`src/rtl/quad_encoder_velocity_4ch.sv`:
```
// quad_encoder_velocity_4ch
//   Four-channel 4x quadrature decoder with a fixed sample window. Each channel
//   accumulates signed ticks (saturating 16-bit). At the end of every window the
//   counts are latched and packed into offset-binary bytes (127 = stopped). The
//   packing is clamped to 0..254, so 0xFF never appears and the downstream
//   frame header stays unambiguous.
//
// Ports
//   clk_i         system clock, all logic on the rising edge
//   rst_i         synchronous active-high reset
//   a_i, b_i      raw encoder phases, bit i = motor i+1, asynchronous to clk_i
//   e1_o..e4_o    per-motor window velocity, offset binary
//   valid_o       one-cycle pulse when e1_o..e4_o take a new window result
//   err_o         sticky per-channel illegal-transition flag
module quad_encoder_velocity_4ch #(
  parameter int unsigned WINDOW_CYCLES = 500000
) (
  input  logic       clk_i,
  input  logic       rst_i,
  input  logic [3:0] a_i,
  input  logic [3:0] b_i,
  output logic [7:0] e1_o,
  output logic [7:0] e2_o,
  output logic [7:0] e3_o,
  output logic [7:0] e4_o,
  output logic       valid_o,
  output logic [3:0] err_o
);

  // Window timer is a down-counter: loading WinLast corresponds to window
  // position 0, and reaching zero marks the terminal cycle.
  localparam logic [23:0] WinLast      = 24'(WINDOW_CYCLES - 1);
  localparam logic [1:0]  SettleCycles = 2'd3;

  logic [3:0]        a_s1_q, b_s1_q, a_s2_q, b_s2_q, a_prev_q, b_prev_q;
  logic [1:0]        settle_q, settle_d;
  logic [23:0]       win_q, win_d;
  logic [3:0][15:0]  acc_q, acc_d;
  logic [3:0][7:0]   e_q, e_d;
  logic              valid_q, valid_d;
  logic [3:0]        err_q, err_d;
  logic              decode_en, terminal;
  logic [1:0]        pos_diff;
  logic signed [16:0] acc_sum;
  logic signed [15:0] acc_sat;

  // Position of {a,b} along the forward sequence 00 -> 01 -> 11 -> 10.
  function automatic logic [1:0] gray_pos(input logic a, input logic b);
    case ({a, b})
      2'b00:   gray_pos = 2'd0;
      2'b01:   gray_pos = 2'd1;
      2'b11:   gray_pos = 2'd2;
      default: gray_pos = 2'd3;
    endcase
  endfunction

  always_comb begin
    decode_en = (settle_q == 2'd0);
    terminal  = (win_q == 24'd0);
    win_d     = terminal ? WinLast : win_q - 24'd1;
    settle_d  = decode_en ? settle_q : settle_q - 2'd1;
    valid_d   = terminal;
    err_d     = err_q;
    acc_d     = acc_q;
    e_d       = e_q;
    pos_diff  = '0;
    acc_sum   = '0;
    acc_sat   = '0;
    for (int i = 0; i < 4; i++) begin
      // Position delta mod 4: 1 = forward, 3 = reverse, 2 = both bits flipped.
      pos_diff = gray_pos(a_s2_q[i], b_s2_q[i]) - gray_pos(a_prev_q[i], b_prev_q[i]);
      acc_sum  = {acc_q[i][15], acc_q[i]};
      if (decode_en) begin
        case (pos_diff)
          2'd1:    acc_sum = acc_sum + 17'sd1;
          2'd3:    acc_sum = acc_sum - 17'sd1;
          2'd2:    err_d[i] = 1'b1;
          default: ;
        endcase
      end
      if (acc_sum > 17'sd32767)       acc_sat = 16'sh7FFF;
      else if (acc_sum < -17'sd32768) acc_sat = 16'sh8000;
      else                            acc_sat = acc_sum[15:0];

      // The terminal-cycle step is part of the latched value, so the
      // accumulator restarts from zero rather than from that step.
      acc_d[i] = terminal ? 16'd0 : acc_sat;
      if (terminal) begin
        if (acc_sat > 16'sd127)       e_d[i] = 8'd254;
        else if (acc_sat < -16'sd127) e_d[i] = 8'd0;
        else                          e_d[i] = 8'(acc_sat + 16'sd127);
      end
    end
  end

  always_ff @(posedge clk_i) begin
    if (rst_i) begin
      a_s1_q   <= '0;
      b_s1_q   <= '0;
      a_s2_q   <= '0;
      b_s2_q   <= '0;
      a_prev_q <= '0;
      b_prev_q <= '0;
      settle_q <= SettleCycles;
      win_q    <= WinLast;
      acc_q    <= '0;
      e_q      <= {4{8'd127}};
      valid_q  <= 1'b0;
      err_q    <= '0;
    end else begin
      a_s1_q   <= a_i;
      b_s1_q   <= b_i;
      a_s2_q   <= a_s1_q;
      b_s2_q   <= b_s1_q;
      // prev tracks s2 unconditionally, so during the settle interval it
      // absorbs the synchronizer's post-reset ramp without decoding it.
      a_prev_q <= a_s2_q;
      b_prev_q <= b_s2_q;
      settle_q <= settle_d;
      win_q    <= win_d;
      acc_q    <= acc_d;
      e_q      <= e_d;
      valid_q  <= valid_d;
      err_q    <= err_d;
    end
  end

  assign e1_o    = e_q[0];
  assign e2_o    = e_q[1];
  assign e3_o    = e_q[2];
  assign e4_o    = e_q[3];
  assign valid_o = valid_q;
  assign err_o   = err_q;

endmodule

```
`config.mk`:
```
export PLATFORM = sky130hd
export DESIGN_NAME = quad_encoder_velocity_4ch
export DESIGN_NICKNAME = d
export VERILOG_FILES = /design/src/rtl/quad_encoder_velocity_4ch.sv
export SDC_FILE = /design/constraint.sdc
export NUM_CORES = 1
export LEC_CHECK = 0
export BUFFER_PORTS_ARGS = -buffer_cell sky130_fd_sc_hd__clkbuf_2
export CORE_ASPECT_RATIO = 2
export CORE_MARGIN = 1
export CORE_UTILIZATION = 40
export DETAILED_ROUTE_END_ITERATION = 8
export SYNTH_ARGS = -nofsm -noshare
export SYNTH_HDL_FRONTEND = slang
export SYNTH_SLANG_ARGS = --single-unit
```
`constraint.sdc`:
```
create_clock -name clk_i -period 7.05 [get_ports clk_i]
set_clock_uncertainty 0.15 [all_clocks]
set_input_delay 0.3525 -clock clk_i [delete_from_list [all_inputs] [get_ports clk_i]]
set_output_delay 0.3525 -clock clk_i [all_outputs]
set_load 0.05 [all_outputs]
```
# ---- Word level (Yosys, flattened, before mapping)
# Cells that the tools add are included.
dict set report totals {
  regBits 151
  latchBits 0
  ramBits 0
  rom_bits 0
  input_bits 10
  output_inout_bits 37
  wordCells 130
  n_memories 0
}
dict set report op_classes {
  add_sub_neg 18
  multipliers 0
  n_div 0
  magnitude_cmp 16
  n_eq_ne 28
  shifts 0
  mux 32
  bitwise_logic 0
  n_reduce_logical 15
}
# op count
set op_table {}
lappend op_table {{17-bit one-hot mux with 2 select lines} 4}
lappend op_table {{16-bit 2-to-1 mux} 8}
lappend op_table {{16-bit by 2-bit adder with 17-bit output (second input constant)} 4}
lappend op_table {{17-bit by 16-bit > comparator with 1-bit output (second input constant)} 4}
lappend op_table {{17-bit by 16-bit less-than comparator with 1-bit output (second input constant)} 4}
lappend op_table {{17-bit 2-to-1 mux} 4}
lappend op_table {{16-bit by 2-bit subtractor with 17-bit output (second input constant)} 4}
lappend op_table {{16-bit by 8-bit > comparator with 1-bit output (second input constant)} 4}
lappend op_table {{16-bit by 8-bit less-than comparator with 1-bit output (second input constant)} 4}
lappend op_table {{8-bit 2-to-1 mux} 8}
lappend op_table {{2-bit one-hot mux with 3 select lines} 8}
lappend op_table {{8-bit adder (second input constant)} 4}
lappend op_table {{2-bit == test (second input constant)} 16}
lappend op_table {{2-bit by 1-bit == test with 1-bit output (second input constant)} 12}
lappend op_table {{24-bit logical NOT} 1}
lappend op_table {{24-bit by 1-bit subtractor with 24-bit output (second input constant)} 1}
lappend op_table {{2-bit logical NOT} 9}
lappend op_table {{2-bit AND reduction} 4}
lappend op_table {{2-bit subtractor} 4}
lappend op_table {{2-bit OR reduction} 1}
lappend op_table {{2-bit by 1-bit subtractor with 2-bit output (second input constant)} 1}

# ---- Longest topological paths before layout
# Gate-level depths: netlist of run 1.
dict set report logic_depth {
  ltp_word 12
  depth_mapped 21
  mapped_depth_nobuf 19
}

# ---- Worst setup path after synthesis of run 1
# OpenSTA, ideal clock, no wires.
dict set report synth_timing {
  kind {register to register}
  startpoint {register b_prev_q[2]}
  endpoint {register e_q (netlist bit e3_o[0])}
  setup_time_ns 0.120
  arrival_time_ns 4.310
  slack_ns 2.470
  path_stages_with_launch 20
  n_path_buf 1
  synth_period_minus_slack_ns 4.580
  cell_sequence {dfxtp_1 > inv_1 > ha_1 > inv_1 > ha_1 > xor3_1 > nand2_1 > clkbuf_1 > xnor2_1 > ha_1 > nor4_1 > and3_1 > o31ai_1 > nor4bb_1 > o21ai_1 > nor3_1 > or2_2 > o41ai_4 > nor4b_1 > a211o_1}
}
dict set report synth_between {
  elab_chain_cells 12
}
# item line
set synth_lines {}
lappend synth_lines {{start, declared} 35} ;# logic [3:0] a_s1_q, b_s1_q, a_s2_q, b_s2_q, a_prev_q, b_prev_q;
lappend synth_lines {{start signal, assigned} 118} ;# b_prev_q <= b_s2_q;
lappend synth_lines {{2-bit == test, or another cell as far along} 49} ;# case ({a, b})
lappend synth_lines {{2-bit one-hot mux with 3 select lines (*)} 49}
lappend synth_lines {{2-bit subtractor (*)} 71} ;# pos_diff = gray_pos(a_s2_q[i], b_s2_q[i]) - gray_pos(a_prev_q[i], b_prev_q[i]);
lappend synth_lines {{2-bit == test / 2-bit by 1-bit == test with 1-bit output (equally long branches)} 74} ;# case (pos_diff)
lappend synth_lines {{17-bit one-hot mux with 2 select lines (*)} 74}
lappend synth_lines {{17-bit 2-to-1 mux (*)} 73} ;# if (decode_en) begin
lappend synth_lines {{17-bit by 16-bit less-than comparator with 1-bit output} 82} ;# else if (acc_sum < -17'sd32768) acc_sat = 16'sh8000;
lappend synth_lines {{16-bit 2-to-1 mux} 82}
lappend synth_lines {{16-bit 2-to-1 mux (*)} 81} ;# if (acc_sum > 17'sd32767) acc_sat = 16'sh7FFF;
lappend synth_lines {{16-bit by 8-bit less-than comparator with 1-bit output / 8-bit adder (equally long branches)} {90, 91}}
lappend synth_lines {{8-bit 2-to-1 mux} 90} ;# else if (acc_sat < -16'sd127) e_d[i] = 8'd0;
lappend synth_lines {{8-bit 2-to-1 mux (*)} 89} ;# if (acc_sat > 16'sd127) e_d[i] = 8'd254;
lappend synth_lines {{end signal, assigned} 107} ;# e_q <= {4{8'd127}};
lappend synth_lines {{end, declared} 39} ;# logic [3:0][7:0] e_q, e_d;
# Every way passes the cells marked *; elsewhere a longest branch is shown, timed or not.
# A chain may end at the register's enable or synchronous reset.

# ---- Worst setup path in the final report of run 1
dict set report layout_timing {
  startpoint {register b_s2_q[2]}
  endpoint {register e_q (netlist bit e3_o[0])}
}
dict set report layout_between {
  elab_chain_cells 12
}
# item line
set layout_lines {}
lappend layout_lines {{start, declared} 35}
lappend layout_lines {{start signal, assigned} 114} ;# b_s2_q <= b_s1_q;
lappend layout_lines {{2-bit == test, or another cell as far along} 49}
lappend layout_lines {{2-bit one-hot mux with 3 select lines (*)} 49}
lappend layout_lines {{2-bit subtractor (*)} 71}
lappend layout_lines {{2-bit == test / 2-bit by 1-bit == test with 1-bit output (equally long branches)} 74}
lappend layout_lines {{17-bit one-hot mux with 2 select lines (*)} 74}
lappend layout_lines {{17-bit 2-to-1 mux (*)} 73}
lappend layout_lines {{17-bit by 16-bit less-than comparator with 1-bit output} 82}
lappend layout_lines {{16-bit 2-to-1 mux} 82}
lappend layout_lines {{16-bit 2-to-1 mux (*)} 81}
lappend layout_lines {{16-bit by 8-bit less-than comparator with 1-bit output / 8-bit adder (equally long branches)} {90, 91}}
lappend layout_lines {{8-bit 2-to-1 mux} 90}
lappend layout_lines {{8-bit 2-to-1 mux (*)} 89}
# Marked as above.

==> results of run 1 <==
## Yosys cell counts (4+ instances only)
library cell  instances
dfxtp_1             151
nor2_1              129
nand2_1              94
a21oi_1              87
clkbuf_1             61
o21ai_0              53
xnor2_1              49
xor2_1               40
nor3_1               37
inv_1                34
nor4_1               33
ha_1                 31
nand3_1              31
nand4_1              31
and3_1               29
nor2b_1              28
or3_1                22
a31oi_1              21
or4_1                17
and2_1               15
nand2b_1             15
a211oi_1             14
o21a_1               11
mux2i_1              10
o2111ai_1            10
o31ai_1              10
and4_1                9
or2_2                 8
mux2_2                7
o211ai_1              7
buf_1                 6
buf_2                 6
a21boi_0              5
a41oi_1               5
o22a_1                5
o22ai_1               5
o41ai_1               5
a211o_1               4
a21o_1                4
nor3b_1               4
xnor3_1               4
xor3_1                4
## registers in the layout, indices dropped and copies added, names as in the netlist
signal / cells
e3_o: 8
b_s1_q: 4
settle_q: 2
a_s2_q: 4
b_s2_q: 4
e4_o: 8
a_prev_q: 4
b_prev_q: 4
win_q: 24
a_s1_q: 4
err_o: 4
e1_o: 8
valid_o: 1
e2_o: 8
acc_q: 64
## kinds of logic after synthesis
kind of cell | after synthesis
and+or+nand+nor | 527
AOI/OAI and AO/OA | 284
DFF | 151
buffers and inverters | 109
xor gates and xnor gates | 97
muxes | 18
adders and majority gates | 33
## power groups by stage
| stage | clock network [uW] | logic [uW] | registers (uW) |
|---|---|---|---|
| floorplan | 0 | 234 | 897 |
| global placement | 0 | 296 | 904 |
| detailed placement | 0 | 296 | 904 |
| CTS | 924 | 301 | 885 |
| global route | 959 | 334 | 888 |
| finish | 907 | 302 | 886 |
## per-layer routing
layer | track usage, % | part of all wire, %
met3 | 3.03 | 2.7
met2 | 46.0 | 55
met1 | 22.9 | 37
met5 | 0 | 0
met4 | 15.0 | 5.4
## per-stage QoR
stage                     cell area, um2  hold slack [ns]  utilization [%]  cells  setup WS (ns)
after floorplan                     9720            0.217                -   1219           2.47
after global placement             10100            0.234             42.4   1489           1.46
after detailed placement           10100            0.235             42.4   1489           1.47
after CTS                          10700          0.00758             45.1   1527           1.47
after global routing               10700           0.0155             45.1   1528          0.973
final                              10700          0.00745             45.1   1528           1.40
## how the worst max path moves through the flow
stage	to	slack, ns	cells past startpoint
floorplan	e3_o[0]	2.47	19
global placement	e3_o[0]	1.46	17
detailed placement	e3_o[0]	1.47	17
CTS	e3_o[0]	1.47	17
global route	e3_o[0]	0.97	17
finish	e3_o[0]	1.40	17
## worst max-delay path, cell delays in order (launching register included)
cell and delay, ns:
dfxtp_1 0.34, inv_1 0.06, ha_1 0.28, ha_1 0.21, xor3_1 0.59, nand2_1 0.36, xnor2_1 0.23, ha_1 0.25
nor4_1 0.59, and3_1 0.26, o31ai_1 0.10, nor4bb_1 0.30, o21ai_1 0.19, nor3_1 0.75, or2_2 0.28, o41ai_4 0.13
nor4b_1 0.18, a211o_1 0.29
## cell type report
class / instances / share of cell area, %
multi-input combinational: 959 / 58.4
sequential: 151 / 28.1
clock buffer: 19 / 4.12
timing repair buffer: 65 / 3.61
tap: 287 / 3.34
inverter: 35 / 1.22
clock inverter: 12 / 1.20
==> run_results.csv, run 1 <==
group,metric,value,unit
outcome,status,"finished, violations left",
outcome,violations,"design-rule violations",
power,powerDensity,195,nW/um2
timing,clock.fmax,177,MHz
timing,setup_viol,0,
yosys,synthXorXnorAreaFrac,9.93,%
power,power_switching,586,uW
timing,slew_headroom,30.1,%
worst_setup_path,crit_fanout,12,
timing,timing.final.crit_share,80.2,%
floorplanning,core_area,23800,um2
worst_setup_path,critPathRequiredTime,7.23,ns
cts,ctsHoldBuffers,7,
cts,cts_buffers,17,
power,p_seq_share,42.3,%
yosys,syn-num-nets,1260,
hold_path,hp-class,"in2reg",
layout,multiInputGateArea,6270,um2
layout,antennaDiodeCount,0,
cts,cts_root_buf,"clkbuf_16",
layout,final_cell_mix,"dfxtp_1, nor2_1, nand2_1, a21oi_1, o21ai_0",
worst_setup_path,r2r_setup_slack,1.40,ns
yosys,syn_area_per_cell,7.97,um2
power,p_total,2100,uW
place,place.gp.congestion,0.944,
layout,drive_gt1_share,10.2,%
power,internal_power,1510,uW
yosys,synth_cell_types,92,
yosys,syn_area,9720,um2
hold_path,holdPathEnd,"b_s1_q[0]",
worst_setup_path,worstSetupStartpoint,"b_s2_q[2]",
yosys,yosys_warnings,0,
hold_path,hold_start,"b_i[0]",
floorplanning,dieWidth,112,um
worst_setup_path,r2r-end,"e3_o[0]",
floorplanning,die_h,222,um
power,ir_worst_vdd,0.225,mV
yosys,synth_top_area_share,31.1,%
cts,clk_pin_slew,0.06,ns
power,p_comb_share,14.4,%
worst_setup_path,timing.rr.start,"b_s2_q[2]",
yosys,synth-seq-cells,151,
worst_setup_path,rr_worst_depth,17,
timing,report.final.slew_viol_count,0,
detailed_routing,postRouteAntennaNets,0,
floorplanning,initial_core_util,40.8,%
power,leakage,0.00431,uW
worst_setup_path,critPathKind,"reg2reg",
layout,final_nets,1270,
floorplanning,fp-row-count,80,
grt,grt.overflow.total,0,
grt,grt_pass1_wl,46.6,mm
detailed_routing,drc,4,
place,portBuffers,46,
worst_setup_path,cp-end-kind,"flop",
power,sw_frac_of_total,27.9,%
yosys,yosysSeqAreaShare,31.1,%
yosys,synth_top_family_by_area,"simple AND/OR/NAND/NOR gates",
yosys,synth_area_leaders,"dfxtp_1, nor2_1, a21oi_1",
cts,clkSinkCount,151,
detailed_routing,drt_iter0_drc,322,
detailed_routing,vias_per_cell,5.98,
cts,htree_levels,4,
worst_setup_path,cp.arrival,5.83,ns
cts,clk_path_buf_depth,2,
yosys,yosys.area.top_type,"dfxtp_1",
timing,rsz0062_at_grt,"no",
grt,grt.total_usage,23.6,%
yosys,synth-compound-area-share,19.7,%
yosys,async_reset_ff_share,0,%
layout,syn_to_final_growth,10.6,%
yosys,synth-edff-count,0,
floorplanning,die_area,25000,um2
power,pwr-share-clk,43.3,%
yosys,synthAdderAreaFrac,4.20,%
detailed_routing,wl_per_cell,18.7,um
grt,antenna_found_initial,0,
cts,post_cts_buffers,0,
cts,cts_tree,"yes",
yosys,synthFlopType,"dfxtp_1",
detailed_routing,drtPass1Iterations,7,
grt,grt_max_degree,54,
floorplanning,ios,47,
yosys,muxShareOfSynthArea,2.07,%
layout,mostFrequentLayoutCell,"dfxtp_1",
hold_path,min_path_cells,2,
timing,tightestPinTransition,1.04,ns
place,hpwl,21.4,mm
detailed_routing,via_count,9130,
timing,hold_viol_final,0,
timing,period_minus_slack,5.65,ns
worst_setup_path,start_kind,"flop",
detailed_routing,routed_wl,28.5,mm
yosys,synthSimpleGateAreaFrac,28.7,%
timing,tns,0,ns
layout,n_fill_cell,2424,
cts,cts_resized,0,
grt,grt_pass1_vias,9208,
cts,clk_latency,0.44,ns
layout,regArea,3020,um2
yosys,postSynthCellCount,1219,
flow_run,drv_cap,0,
Power figures use the tool's default switching activity.
==> inputs of run 2 (changes only) <==
ABC_AREA = 1   (was not set)
clock period = 5.42 ns   (was 7.05 ns; I/O delays follow)
==> run_results.csv, run 2 <==
group,metric,value,unit
outcome,status,"completed",
worst_setup_path,cp-end-kind,"flop",
layout,antennaDiodeCount,0,
floorplanning,die_area,29400,um2
yosys,async_reset_ff_share,0,%
detailed_routing,drtPass1Iterations,7,
grt,grt_pass1_wl,53.0,mm
grt,antenna_found_initial,0,
place,placed_area,11900,um2
place,portBuffers,46,
floorplanning,fp-row-count,87,
grt,grt_max_degree,55,
yosys,postSynthCellCount,1891,
worst_setup_path,worstSetupStartpoint,"b_s2_q[0]",
grt,grt.total_usage,23.0,%
detailed_routing,via_count,11714,
grt,grt.overflow.total,0,
floorplanning,die_h,241,um
yosys,synth.top_cells.by_count,"nand2_1, inv_1, nor2_1",
flow_run,drv_cap,0,
layout,syn_to_final_growth,9.54,%
place,place.gp.congestion,0.997,
cts,clkSinkCount,151,
grt,grt_pass1_vias,11320,
yosys,yosysMostFrequentCell,"nand2_1",
place,hpwl,25.3,mm
layout,final_cell_mix,"nand2_1, inv_1, nor2_1, dfxtp_1, nand3_1",
yosys,synth_top_area_share,26.4,%
worst_setup_path,critPathRequiredTime,5.61,ns
timing,setup_viol,0,
layout,fin_cells,2287,
layout,fin_area,12600,um2
timing,timing.final.crit_share,85.0,%
worst_setup_path,crit_fanout,26,
yosys,synth-seq-cells,151,
cts,post_cts_buffers,0,
floorplanning,core_area,28200,um2
power,ir_worst_vdd,0.199,mV
hold_path,min_path_cells,2,
timing,report.final.slew_viol_count,0,
cts,clk_latency,0.45,ns
detailed_routing,wl_per_cell,14.1,um
yosys,synth_cell_types,42,
cts,cts_buffers,17,
detailed_routing,drt_iter0_drc,698,
detailed_routing,postRouteAntennaNets,0,
cts,cts_tree,"yes",
floorplanning,initial_core_util,40.7,%
power,leakage,0.00641,uW
layout,final_nets,1959,
timing,hold_viol_final,0,
worst_setup_path,timing.rr.start,"b_s2_q[0]",
cts,htree_levels,4,
timing,clock.fmax,217,MHz
hold_path,hold_start,"rst_i",
cts,clk_path_buf_depth,2,
cts,ctsHoldBuffers,8,
hold_path,holdPathEnd,"err_o[0]",
detailed_routing,vias_per_cell,5.12,
cts,cts_resized,0,
layout,largest_register,"acc_q",
yosys,syn-num-nets,1932,
worst_setup_path,critPathKind,"reg2reg",
layout,n_fill_cell,2977,
worst_setup_path,r2r-end,"e1_o[7]",
place,dp.cells,2247,
yosys,yosys.area.top_type,"dfxtp_1",
worst_setup_path,cp.arrival,4.80,ns
yosys,syn_area,11500,um2
layout,finish.utilization,44.5,%
detailed_routing,routed_wl,32.3,mm
timing,rsz0062_at_grt,"no",
hold_path,hp-class,"in2reg",
cts,cts_root_buf,"clkbuf_16",
layout,largest_register_ffs,64,
timing,tns,0,ns
worst_setup_path,r2r_setup_slack,0.81,ns
floorplanning,ios,47,
floorplanning,dieWidth,122,um
yosys,synth-edff-count,0,
timing,slew_headroom,50.0,%
yosys,yosys_warnings,0,
cts,clk_pin_slew,0.06,ns
layout,mostFrequentLayoutCell,"nand2_1",
yosys,synthFlopType,"dfxtp_1",
yosys,synth_area_leaders,"dfxtp_1, nand2_1, inv_1",
detailed_routing,drc,0,
yosys,syn_area_per_cell,6.06,um2
layout,reg_top3,"acc_q x64, win_q x24",
yosys,yosysSeqAreaShare,26.4,%
timing,tightestPinTransition,0.740,ns
worst_setup_path,rr_worst_depth,27,
timing,period_minus_slack,4.61,ns
layout,drive_gt1_share,11.1,%
worst_setup_path,start_kind,"flop",
power,powerDensity,229,nW/um2
run 2: cell families after synthesis:
kind of cell	share of synthesized area, %
AOI/OAI and AO/OA	13.8
xor gates and xnor gates	3.18
adders and majority gates	3.38
buffers and inverters	12.2
DFF	26.4
and+or+nand+nor	41.0
run 2: metal layers:
metal / GRT usage [%] / part of all wire, % / up-vias
li1: - / - / 6036
met1: 21.6 / 36 / 5302
met2: 45.1 / 55 / 268
met3: 3.32 / 2.6 / 108
met4: 14.7 / 5.6 / 0
met5: 0 / 0 / -
run 2: power breakdown:
part	total [uW]	internal, uW	switching (uW)
Combinational	474	147	326
Clock	1250	738	510
Sequential	1160	1130	24.4
Total	2880	2020	860
run 2: worst max-delay path by stage:
stage,cells after the start,to
finish,27,e1_o[7]
global route,31,e1_o[7]
CTS,27,e1_o[7]
detailed placement,27,e1_o[7]
global placement,28,e1_o[7]
floorplan,30,e1_o[1]
run 2: cell type report:
cell class	count	area [um2]	share of cell area (%)
multi-input cells	1404	7050	56.1
flip-flops and latches	151	3020	24.1
inverters	284	1070	8.55
well taps	356	445	3.55
clock buffers	18	439	3.50
repair buffers	60	355	2.83
clock inverters	14	171	1.36
run 2: critical path, stage by stage (launching register included):
cell	delay (ns)
dfxtp_1	0.33
inv_1	0.06
ha_1	0.27
ha_1	0.32
inv_1	0.38
nand3_4	0.32
inv_2	0.31
ha_1	0.33
inv_1	0.09
nor2_1	0.05
nand2_1	0.09
nor2_1	0.05
nor3_2	0.16
nand2_1	0.07
nand2_1	0.09
nand3_4	0.14
nand2_4	0.12
inv_4	0.05
nand2_4	0.21
nand2_1	0.16
nor2_2	0.22
nand3_2	0.13
nand3_2	0.10
nand2_4	0.08
nand2_1	0.06
nand2_1	0.04
nand2_1	0.05
nand2_1	0.05
run 2: metrics by stage:
stage	hold WS [ns]	total power, uW	setup slack [ns]
floorplan	0.216	1550	1.80
global placement	0.225	1650	0.942
detailed placement	0.227	1650	0.840
CTS	0.105	2910	0.833
global route	0.134	3020	0.414
finish	0.108	2880	0.811
==> inputs of run 3 (changes only) <==
ABC_AREA = not set   (was 1)
==> run_results.csv, run 3 (synthesis gave the netlist of run 1 again) <==
group,metric,value,unit
outcome,status,"finished, violations left",
outcome,violations,"design-rule violations",
worst_setup_path,crit_buf_inv,2,
layout,fin_cells,1549,
worst_setup_path,max_stage_delay,0.50,ns
place,place.gp.congestion,0.991,
grt,met1_usage,22.6,%
timing,setup_viol,0,
grt,antenna_found_initial,0,
layout,reg_top3,"acc_q x64, win_q x24",
place,dp.cells,1509,
floorplanning,dieWidth,112,um
layout,syn_to_final_growth,12.3,%
layout,final_cell_mix,"dfxtp_1, nor2_1, nand2_1, a21oi_1, o21ai_0",
grt,grt_pass1_vias,9124,
detailed_routing,drc,4,
timing,tightestPinTransition,0.939,ns
grt,grt.met3_usage,3.19,%
cts,post_cts_buffers,0,
worst_setup_path,slowest_stage,"nor4bb_1",
grt,busiest_layer,"met2",
timing,report.final.slew_viol_count,0,
timing,timing.final.crit_share,91.2,%
timing,period_minus_slack,4.94,ns
hold_path,hp-class,"in2reg",
grt,grt.overflow.total,0,
cts,cts_buffers,17,
place,hpwl,21.7,mm
floorplanning,die_h,222,um
worst_setup_path,crit_fanout,8,
power,sw_frac_of_total,28.2,%
worst_setup_path,cpMostUsedCell,"ha_1",
timing,clock.fmax,202,MHz
power,power_switching,768,uW
timing,tns,0,ns
worst_setup_path,cp-end-kind,"flop",
detailed_routing,routed_wl,29.0,mm
detailed_routing,drtPass1Iterations,7,
worst_setup_path,critPathRequiredTime,5.62,ns
grt,grtUsageMet2,45.9,%
flow_run,drv_cap,0,
grt,grt_pass1_wl,46.4,mm
layout,drive_gt1_share,11.6,%
power,p_comb_share,15.1,%
power,ir_worst_vdd,0.214,mV
timing,hold_viol_final,0,
power,internal_power,1950,uW
cts,cts_root_buf,"clkbuf_16",
detailed_routing,postRouteAntennaNets,0,
power,powerDensity,249,nW/um2
layout,largest_register,"acc_q",
power,leakage,0.00441,uW
grt,grt_max_degree,73,
power,pwr-share-clk,42.6,%
floorplanning,core_area,23800,um2
detailed_routing,vias_per_cell,6.00,
worst_setup_path,path_cells,"inv_1, ha_1, ha_1, xor3_1, nand2_1, xnor2_1, ha_1, nor4_1, buf_4, nand2_1, nor3_1, mux2_2, xor2_1, nand4_1, nor4bb_1, o2bb2ai_1, o41ai_1",
power,p_total,2720,uW
detailed_routing,wl_per_cell,18.7,um
layout,antennaDiodeCount,0,
cts,clk_latency,0.45,ns
floorplanning,fp-row-count,80,
worst_setup_path,start_kind,"flop",
timing,rsz0062_at_grt,"no",
floorplanning,initial_core_util,40.8,%
floorplanning,die_area,25000,um2
grt,grt.total_usage,23.6,%
power,p_seq_share,42.3,%
cts,clk_path_buf_depth,2,
worst_setup_path,cp.arrival,5.14,ns
layout,final_nets,1290,
worst_setup_path,cp_top_family,"simple AND/OR/NAND/NOR gates",
worst_setup_path,critPathKind,"reg2reg",
cts,clkSinkCount,151,
cts,clk_pin_slew,0.06,ns
place,portBuffers,46,
cts,htree_levels,4,
layout,mostFrequentLayoutCell,"dfxtp_1",
cts,cts_tree,"yes",
timing,slew_headroom,37.4,%
detailed_routing,drt_iter0_drc,385,
floorplanning,ios,47,
detailed_routing,via_count,9297,
layout,largest_register_ffs,64,
run 3: layer usage:
layer / share of wire, % / vias up / wire, um
met3: 3.2 / 97 / 919
met4: 4.8 / 0 / 1390
li1: - / 4510 / -
met1: 37 / 4430 / 10600
met2: 55 / 260 / 16100
met5: 0 / - / 0
run 3: metrics by stage:
| stage | hold WS, ns | utilization [%] | area [um2] | worst slack (ns) |
|---|---|---|---|---|
| 3_3_place_gp | 0.226 | 43.1 | 10300 | 0.592 |
| 3_5_place_dp | 0.230 | 43.1 | 10300 | 0.472 |
| 6_report | 0.203 | 45.8 | 10900 | 0.480 |
| 2_1_floorplan | 0.217 | - | 9720 | 0.840 |
| 5_1_grt | 0.235 | 45.8 | 10900 | 0.0400 |
| 4_1_cts | 0.196 | 45.8 | 10900 | 0.438 |
run 3: what timing repair did:
action,CTS,global route
hold buffers,8,0
gates resized for setup,0,0
endpoints found under the hold margin,8,0
run 3: cell type report:
cell class              count  area [um2]
clock buffers              21         470
inverters                  35         131
fillers                  2419       12900
well taps                 287         359
clock inverters            11         100
multi-input cells         959        6270
repair buffers             85         556
flip-flops and latches    151        3020
run 3: worst register-to-register path, stage by stage (launching register included):
cell and delay, ns:
dfxtp_1 0.33, inv_1 0.05, ha_1 0.27, ha_1 0.21, xor3_1 0.49, nand2_1 0.26, xnor2_1 0.20, ha_1 0.23
nor4_1 0.19, buf_4 0.18, nand2_1 0.11, nor3_1 0.30, mux2_2 0.23, xor2_1 0.30, nand4_1 0.16, nor4bb_1 0.50
o2bb2ai_1 0.32, o41ai_1 0.34
run 3: final timing paths:
| check | startpoint | endpoint | slack [ns] | cells past startpoint |
|---|---|---|---|---|
| worst max-delay path | b_s2_q[1] | e2_o[0] | 0.48 | 17 |
| worst min register to register | win_q[0] | win_q[0] | 0.24 | 1 |
| worst min-delay path | rst_i | err_o[1] | 0.20 | 3 |
| worst max register to register | b_s2_q[1] | e2_o[0] | 0.48 | 17 |
run 3: power groups by stage:
stage | Sequential, uW | Combinational, uW | Clock (uW)
after global placement | 1180 | 400 | 0
after global routing | 1150 | 448 | 1220
after floorplan | 1170 | 305 | 0
after CTS | 1150 | 408 | 1190
final | 1150 | 410 | 1160
after detailed placement | 1180 | 400 | 0
